`src/rtl/instr_fetch_queue.sv`:
```
// Instruction fetch stage: PC generation, 1-cycle imem requests and a small
// {instr, pc} FIFO toward decode. Define FETCH_PERF_EN to add the delivered-instruction counter.
module instr_fetch_queue #(
  parameter logic [31:0] RESET_PC  = 32'h0000_0000,
  parameter int unsigned DEPTH     = 4,
  parameter logic [31:0] NOP_INSTR = 32'h0000_0013
) (
  input  logic        clock,
  input  logic        reset,
  output logic        imem_req,
  output logic [31:0] imem_addr,
  input  logic [31:0] imem_rdata,
  input  logic        redirect_valid,
  input  logic [31:0] redirect_pc,
  output logic        instr_valid,
  input  logic        instr_ready,
  output logic [31:0] instr_out,
  output logic [31:0] pc_out,
  output logic [31:0] fetch_count
);

  localparam int unsigned PtrW = $clog2(DEPTH);
  localparam int unsigned CntW = PtrW + 1;

  logic [31:0]     pc_q, pc_d;
  logic [31:0]     tag_pc_q, tag_pc_d;
  logic            inflight_q, inflight_d;
  logic            started_q, started_d;
  logic [PtrW-1:0] wr_ptr_q, wr_ptr_d;
  logic [PtrW-1:0] rd_ptr_q, rd_ptr_d;
  logic [CntW-1:0] count_q, count_d;
  logic [31:0]     instr_mem_q [DEPTH];
  logic [31:0]     instr_mem_d [DEPTH];
  logic [31:0]     pc_mem_q    [DEPTH];
  logic [31:0]     pc_mem_d    [DEPTH];
  logic            issue, push, pop;
  logic            unused_redirect_lsb;

  assign unused_redirect_lsb = ^redirect_pc[1:0];
  assign instr_valid         = (count_q != '0);

  always_comb begin
    // Credit check counts the in-flight word so a returning response always has a free slot.
    issue      = started_q && !redirect_valid &&
                 ((32'(count_q) + 32'(inflight_q)) < DEPTH);
    push       = inflight_q && !redirect_valid;
    pop        = instr_valid && instr_ready;
    pc_d        = pc_q;
    tag_pc_d    = issue ? pc_q : tag_pc_q;
    inflight_d  = issue;
    started_d   = 1'b1;
    wr_ptr_d    = wr_ptr_q;
    rd_ptr_d    = rd_ptr_q;
    count_d     = count_q;
    instr_mem_d = instr_mem_q;
    pc_mem_d    = pc_mem_q;
    if (redirect_valid) begin
      pc_d     = {redirect_pc[31:2], 2'b00};
      wr_ptr_d = '0;
      rd_ptr_d = '0;
      count_d  = '0;
    end else begin
      if (issue) pc_d = pc_q + 32'd4;
      if (push) begin
        instr_mem_d[wr_ptr_q] = imem_rdata;
        pc_mem_d[wr_ptr_q]    = tag_pc_q;
        wr_ptr_d              = wr_ptr_q + PtrW'(1);
      end
      if (pop) rd_ptr_d = rd_ptr_q + PtrW'(1);
      unique case ({push, pop})
        2'b10:   count_d = count_q + CntW'(1);
        2'b01:   count_d = count_q - CntW'(1);
        default: count_d = count_q;
      endcase
    end
  end

  always_ff @(posedge clock or negedge reset) begin
    if (!reset) begin
      pc_q       <= RESET_PC;
      tag_pc_q   <= '0;
      inflight_q <= 1'b0;
      started_q  <= 1'b0;
      wr_ptr_q   <= '0;
      rd_ptr_q   <= '0;
      count_q    <= '0;
      for (int unsigned i = 0; i < DEPTH; i++) begin
        instr_mem_q[i] <= '0;
        pc_mem_q[i]    <= '0;
      end
    end else begin
      pc_q        <= pc_d;
      tag_pc_q    <= tag_pc_d;
      inflight_q  <= inflight_d;
      started_q   <= started_d;
      wr_ptr_q    <= wr_ptr_d;
      rd_ptr_q    <= rd_ptr_d;
      count_q     <= count_d;
      instr_mem_q <= instr_mem_d;
      pc_mem_q    <= pc_mem_d;
    end
  end

  assign imem_req  = issue;
  assign imem_addr = pc_q;
  assign instr_out = instr_valid ? instr_mem_q[rd_ptr_q] : NOP_INSTR;
  assign pc_out    = instr_valid ? pc_mem_q[rd_ptr_q] : 32'd0;

`ifdef FETCH_PERF_EN
  logic [31:0] fetch_count_q, fetch_count_d;

  // Counts transfers even in a redirect cycle: decode owns that instruction.
  always_comb begin
    fetch_count_d = fetch_count_q;
    if (pop) fetch_count_d = fetch_count_q + 32'd1;
  end

  always_ff @(posedge clock or negedge reset) begin
    if (!reset) fetch_count_q <= '0;
    else        fetch_count_q <= fetch_count_d;
  end

  assign fetch_count = fetch_count_q;
`else
  assign fetch_count = '0;
`endif

endmodule

```
`config.mk`:
```
export PLATFORM = sky130hd
export DESIGN_NAME = instr_fetch_queue
export DESIGN_NICKNAME = d
export VERILOG_FILES = /design/src/rtl/instr_fetch_queue.sv
export SDC_FILE = /design/constraint.sdc
export NUM_CORES = 1
export LEC_CHECK = 0
export ABC_AREA = 1
export BUFFER_PORTS_ARGS = -buffer_cell sky130_fd_sc_hd__buf_2
export CAP_MARGIN = 5
export CORE_ASPECT_RATIO = 1.75
export CORE_UTILIZATION = 58
export DETAILED_ROUTE_END_ITERATION = 6
export PLACE_DENSITY_LB_ADDON = 0.12
export SLEW_MARGIN = 5
export SYNTH_ARGS = -nofsm -noshare
export SYNTH_HDL_FRONTEND = slang
export SYNTH_SLANG_ARGS = --single-unit
```
`constraint.sdc`:
```
create_clock -name clock -period 2 [get_ports clock]
set_input_delay 0.2 -clock clock [delete_from_list [all_inputs] [get_ports clock]]
set_output_delay 0.2 -clock clock [all_outputs]
set_load 0.01 [all_outputs]
```
==> summary.txt, run 1 <==
Worst setup path
  – CP delay by family, top: flip-flops
  – Crit-path max FO: 8
  – Setup CP Type: reg2out
  – R2R cell count: 9
  – Critical R2R Capture: count_q[2]
  – Crit start category: register
  – CP bufs+invs: 3
  – Critical path's largest stage delay: 0.55 ns
  – Worst-path cell chain: buf_6 -> buf_16 -> nor2_2 -> nor2_1 -> o21ai_1 -> a21oi_1 -> buf_2
  – Critical path's slowest cell: dfrtp_4
  – Worst EP required: 1.80 ns
  – FF-to-FF setup slack: 0.16 ns
  – Endpoint class of the critical path: output pin
  – Critical path arrival: 2.05 ns
  – Worst r2r src: count_q[1]

Clock tree
  – CTS Sinks: 317
  – TritonCTS clock tree: done
  – Worst-path clk slew: 0.06 ns
  – H-tree levels: 1
  – Skew-Pair Late Insertion Delay: 0.55 ns
  – CTS Buf Count: 28
  – Clk root buf: clkbuf_16
  – CTS Buffer Depth: 3

Pwr
  – Pint: 12.41 mW
  – VDD IR-drop max: 0.0006922 V
  – Sw Share: 31.37%
  – NetSw: 5.671 mW
  – Power Density: 970.7 nW/µm²
  – Share of total power in the clock network: 29.7%
  – Lkg Pwr: 9.073 nW
  – Sequential share of power: 45.4%
  – Logic gate share of total power: 24.9%

Global route
  – Number of global-route vias before repair: 13080
  – Gr usage total: 30.84%
  – GRT overflow: 0
  – Initial antenna violation count: 0
  – First-pass GRT wire length: 64400 µm
  – Largest net degree at the start of global routing: 77

Placed design
  – Port Buffers: 159
  – Post-DP HPWL: 22860 µm
  – DP Area: 16040 µm²
  – Routability cong.: 0.9108
  – Placed Cells incl. Taps: 2274

Layout
  – Design Area, Final: 18620 µm²
  – Antenna cells: 0
  – Final nets: 2164
  – Layout area overhead: 23.90%
  – Layout cells sized above 1: 16.97%
  – Post-Layout Cell Count: 2426
  – Post-Route Utilization: 73.49%

Min path
  – Hold Path Class: in2reg
  – WHS Path Cells: 4
  – Hold path start: redirect_valid
  – Hold Path End: rd_ptr_q[0]

Route
  – Total number of vias: 13513
  – Vias/cell: 5.570
  – Wire per inst: 17.22 µm
  – Final wirelength: 41780 µm
  – DR iter-0 viols: 1060
  – Final ANT Viol Nets: 0
  – Length of the first detailed-routing pass in iterations: 5
  – Residual DRC count: 0

Die
  – # rows: 77
  – Initial Util: 59.32%
  – CORE AREA: 25340 µm²
  – Area of the die: 26590 µm²
  – I/O pins: 198
  – Die Wd: 123.7 µm
  – Chip height: 215.0 µm

STA
  – Slew Viols, Final: 0
  – Final setup fails: 62
  – Worst setup margin: -0.2458 ns
  – Hold Fails Final Rpt: 0
  – Final period util: 112.3%
  – Achievable frequency: 0.4453 GHz
  – Worst hold margin: 0.04630 ns
  – Worst clock skew: 0.007967 ns
  – Unrepaired setup endpoints after global routing: yes
  – Setup TNS: -10.40 ns
  – Final Critical Period: 2.246 ns

Synth
  – Top cells by count, synth: o21ai_0 (409), nand2_1 (386), dfrtp_1 (317)
  – Avg Cell Area, Syn: 8.011 µm²
  – Complex-gate fraction of the synthesized area: 16.67%
  – Asr flop ratio synth: 100.0%
  – Synth top area cells: dfrtp_1 (53%), o21ai_0 (14%), nand2_1 (9.6%)
  – Mux share of post-synthesis cell area: 0%
  – Yosys top cell area share: 52.78%
  – Synth Area in XOR/XNOR: 0.2331%
  – Synth warnings: 0
  – Synth Area in Simple Gates: 20.56%
  – Synth area leader: dfrtp_1
  – Area share of fa/ha/maj cells after synthesis: 0.5495%
  – Largest family of logic cells by synthesized area: simple AND/OR/NAND/NOR gates
  – Dominant synthesized flop cell: dfrtp_1
  – Most common cell in the netlist: o21ai_0
  – Synth cell types: 34
  – Sequential element share of the synthesized area: 52.78%
  – #FFs+latches synth: 317
  – Gate Count Post-Synth: 1876
  – Post-synth EDFFs: 0
  – Synth Cell Area: 15030 µm²

Job
  – Max-Cap Viols: 0

Outcome
  – Status: finished with violations
  – Violated checks: negative setup slack
==> placed cells by master (no fill, tap or decap), types with 11 or more instances in the layout <==
cell,n
nand2_1,386
dfrtp_1,315
o21ai_0,311
nor2_1,272
buf_2,157
inv_1,122
o21ai_1,88
dlygate4sd3_1,64
a21oi_1,63
nand3_1,63
clkbuf_16,39
conb_1,37
buf_12,26
buf_4,23
nor2_2,21
nor2_4,13
a21oi_2,12
o21ai_2,11
==> per-stage QoR <==
step	total power, mW	worst slack (ns)
after floorplan	10.45	0.2570
after global placement	11.59	0.2747
after detailed placement	11.74	0.2332
after CTS	17.65	-0.2347
after global routing	19.07	-0.3216
final	18.08	-0.2458
==> cell type report <==
type / instances / area, µm²
Timing Repair Buffer: 298 / 2760
Tap cell: 316 / 395.4
Sequential cell: 317 / 7938
Multi-Input combinational cell: 1316 / 6090
Clock buffer: 44 / 882.1
Inverter: 129 / 524.3
Fill cell: 1903 / 6716
Clock inverter: 6 / 32.53
==> logic make-up (layout without fill, tap and decap cells) <==
family / Yosys count / count (layout)
other cells: 2 / 37
compound gates: 495 / 495
simple gates: 774 / 774
fa+ha+maj: 6 / 6
flops: 317 / 317
xor+xnor: 4 / 4
buf+inv: 278 / 477
==> registers in the layout (all words and copies together), names as in the netlist <==
signal / count
count_q: 3
tag_pc_q: 30
wr_ptr_q: 2
inflight_q: 1
rd_ptr_q: 2
imem_addr: 30
pc_mem_q: 120
instr_mem_q: 128
started_q: 1
==> worst register-to-register path, delay by kind of cell, from the launching register on <==
kind                     cells  cell delay [ns]
AND/OR/NAND/NOR              5             0.53
flip-flops                   1             0.41
adder cells (fa/ha/maj)      1             0.39
XOR/XNOR                     2             0.37
buffers and inverters        1             0.10
==> per-layer routing <==
metal | track usage (%) | up-vias | wire length, µm
li1 | - | 6413 | -
met1 | 37.32 | 6431 | 15960
met2 | 54.24 | 556 | 21470
met3 | 4.140 | 113 | 2615
met4 | 12.41 | 0 | 1738
met5 | 0 | - | 0
==> power by group through the flow <==
stage	combinational, mW	clock (mW)	sequential, mW
CTS	4.08	5.45	8.12
finish	4.51	5.37	8.20
detailed placement	3.52	0	8.22
global placement	3.42	0	8.17
floorplan	2.37	0	8.09
global route	5.06	5.68	8.32
==> worst max path at each step <==
stage / from / endpoint / cells after the start
2_1_floorplan: count_q[2] / count_q[2] / 9
3_3_place_gp: count_q[2] / count_q[2] / 9
3_5_place_dp: count_q[1] / count_q[2] / 9
4_1_cts: rd_ptr_q[0] / pc_out[29] / 6
5_1_grt: rd_ptr_q[0] / instr_out[30] / 7
6_report: rd_ptr_q[0] / instr_out[30] / 7
==> what timing repair did <==
item | 4_1_cts | 5_1_grt
pin swaps | 4 | 43
hold endpoints to repair | 344 | 0
hold buffers | 64 | 0
gates resized for setup | 54 | 144
buffers inserted | 9 | 10
cloned | 10 | 10
setup endpoints to repair | 63 | 63
Power figures use the tool's default switching activity.
==> inputs of run 2 (changes only) <==
SKIP_LAST_GASP = 1   (was default)
==> summary.txt, run 2 (same netlist as run 1, synthesis figures left out) <==
Outcome
  – Status: finished with violations
  – Violated checks: negative setup slack

Layout
  – Max FFs per register: 128 (unchanged)
  – Top reg by flops: instr_mem_q
  – Layout cells sized above 1: 17.01% (+0.044 points)
  – Antenna cells: 0 (unchanged)
  – Layout area overhead: 25.71%
  – Final nets: 2182 (+0.83%)
  – Commonest non-fill, non-tap cell in the layout: nand2_1
  – Most frequent cells in the layout: nand2_1 (386), o21ai_0 (346), dfrtp_1 (315)
  – Biggest regs: instr_mem_q (128), pc_mem_q (120)

Route
  – Final wirelength: 43370 µm (+3.8%)
  – Vias/cell: 5.612 (+0.75%)
  – Wire per inst: 17.75 µm (+3.0%)
  – Total number of vias: 13715 (+1.5%)
  – Final ANT Viol Nets: 0 (unchanged)
  – DR iter-0 viols: 1070 (+0.94%)
  – Residual DRC count: 0 (unchanged)
  – Length of the first detailed-routing pass in iterations: 6 (+1)

Worst setup path
  – CP startpoint: rd_ptr_q[0]
  – FF-to-FF setup slack: 0.21 ns (+0.05 ns)
  – Setup CP Type: reg2out
  – Endpoint class of the critical path: output pin
  – Worst EP required: 1.80 ns (about the same)
  – Crit-path max FO: 16 (+8)
  – Crit start category: register
  – Critical path arrival: 2.06 ns (about the same)
  – Worst r2r src: count_q[1]

Clock tree
  – TritonCTS clock tree: done
  – H-tree levels: 1 (unchanged)
  – Skew-Pair Late Insertion Delay: 0.55 ns (about the same)
  – CTS Buf Count: 28 (unchanged)
  – CTS Sinks: 317 (unchanged)
  – Worst-path clk slew: 0.06 ns (about the same)
  – Clk root buf: clkbuf_16
  – CTS Buffer Depth: 3 (unchanged)

Pwr
  – Lkg Pwr: 9.220 nW (+1.6%)
  – Power Density: 969.0 nW/µm² (-0.18%)
  – VDD IR-drop max: 0.0007979 V (+15%)

Die
  – I/O pins: 198 (unchanged)
  – Area of the die: 26590 µm² (unchanged)
  – Chip height: 215.0 µm (unchanged)
  – Initial Util: 59.32% (unchanged)
  – Die Wd: 123.7 µm (unchanged)
  – CORE AREA: 25340 µm² (unchanged)
  – # rows: 77 (unchanged)

STA
  – Hold Fails Final Rpt: 0 (unchanged)
  – Slew Viols, Final: 0 (unchanged)
  – Worst hold margin: 0.04807 ns (+0.001772 ns)
  – Worst clock skew: 0.006404 ns (-0.001563 ns)
  – Worst setup margin: -0.2612 ns (-0.01537 ns)
  – Final setup fails: 62 (unchanged)
  – Final Critical Period: 2.261 ns (+0.01537 ns)
  – Unrepaired setup endpoints after global routing: yes
  – Achievable frequency: 0.4422 GHz (-0.68%)
  – Final period util: 113.1% (+0.77 points)

Global route
  – GRT overflow: 0 (unchanged)
  – Number of global-route vias before repair: 13053 (-0.21%)
  – Largest net degree at the start of global routing: 77 (unchanged)
  – Initial antenna violation count: 0 (unchanged)
  – First-pass GRT wire length: 64260 µm (-0.23%)
  – Gr usage total: 30.77% (-0.073 points)

Placed design
  – Post-DP HPWL: 22860 µm (unchanged)
  – DP Worst Slack: 0.2332 ns (unchanged)
  – Routability cong.: 0.9108 (unchanged)
  – Port Buffers: 159 (unchanged)

Min path
  – Hold path start: redirect_valid
  – Hold Path Class: in2reg

Job
  – Max-Cap Viols: 0 (unchanged)
run 2: cell count changes in the layout (fill, tap and decap cells not counted), moves of 2 or more:
cell / change
a21oi_1: +5
a21oi_2: -5
buf_12: +5
buf_4: +5
clkbuf_16: +3
nor2_1: +4
nor2_2: -6
nor2_4: +2
o21ai_0: +35
o21ai_1: -30
o21ai_2: -6
run 2: path summary, 6_finish.rpt:
kind	to	depth (start not counted)
min reg2reg	pc_mem_q[76]	2
max	instr_out[8]	6
max in group asynchronous	instr_mem_q[75]	3
min in group asynchronous	instr_mem_q[82]	2
min	rd_ptr_q[0]	4
max reg2reg	count_q[2]	9
run 2: area by class of cell:
class	instances	area [µm²]
clock inverter	6	32.53
inverter	129	529.3
timing repair inverter	2	25.02
timing repair buffer	314	3032
tap	316	395.4
fill	1868	6445
multi-input combinational	1316	6060
sequential	317	7938
clock buffer	44	882.1
run 2: worst max-delay path: stages (launching register included):
cell       delay [ns]
dfrtp_4          0.51
buf_6            0.15
clkinv_8         0.08
bufbuf_16        0.30
o21ai_0          0.11
a21oi_1          0.19
buf_2            0.16
run 2: per-layer routing:
metal  global-route usage, %  vias up  routed length (µm)
met1                   37.40     6523               16240
met5                       0        -                   0
li1                        -     6444                   -
met3                   4.007      132                2921
met4                   12.85        0                2120
met2                   53.81      616               22080
run 2: per-stage QoR:
stage | setup TNS (ns) | instance area [µm²] | instances | power (mW) | utilization, %
2_1_floorplan | 0 | 15160 | 1911 | 10.45 | -
3_3_place_gp | 0 | 16040 | 2274 | 11.59 | 63.29
3_5_place_dp | 0 | 16040 | 2274 | 11.74 | 63.29
4_1_cts | -12.24 | 18040 | 2407 | 17.62 | 71.19
5_1_grt | -15.80 | 18890 | 2444 | 19.30 | 74.56
6_report | -11.34 | 18890 | 2444 | 18.31 | 74.56
run 2: report_power, final:
group          switching (mW)  internal [mW]  total [mW]
combinational            2.69           2.06        4.74
clock                    2.36           3.01        5.38
sequential              0.700           7.49        8.19
run 2: repair_timing:
| action | 4_1_cts | 5_1_grt |
|---|---|---|
| cloned | 10 | 19 |
| hold endpoints to repair | 344 | 0 |
| setup buffers | 9 | 18 |
| pin swaps | 4 | 46 |
| endpoints found under the setup margin | 63 | 63 |
| gates resized for setup | 32 | 133 |
| hold buffers | 64 | 0 |
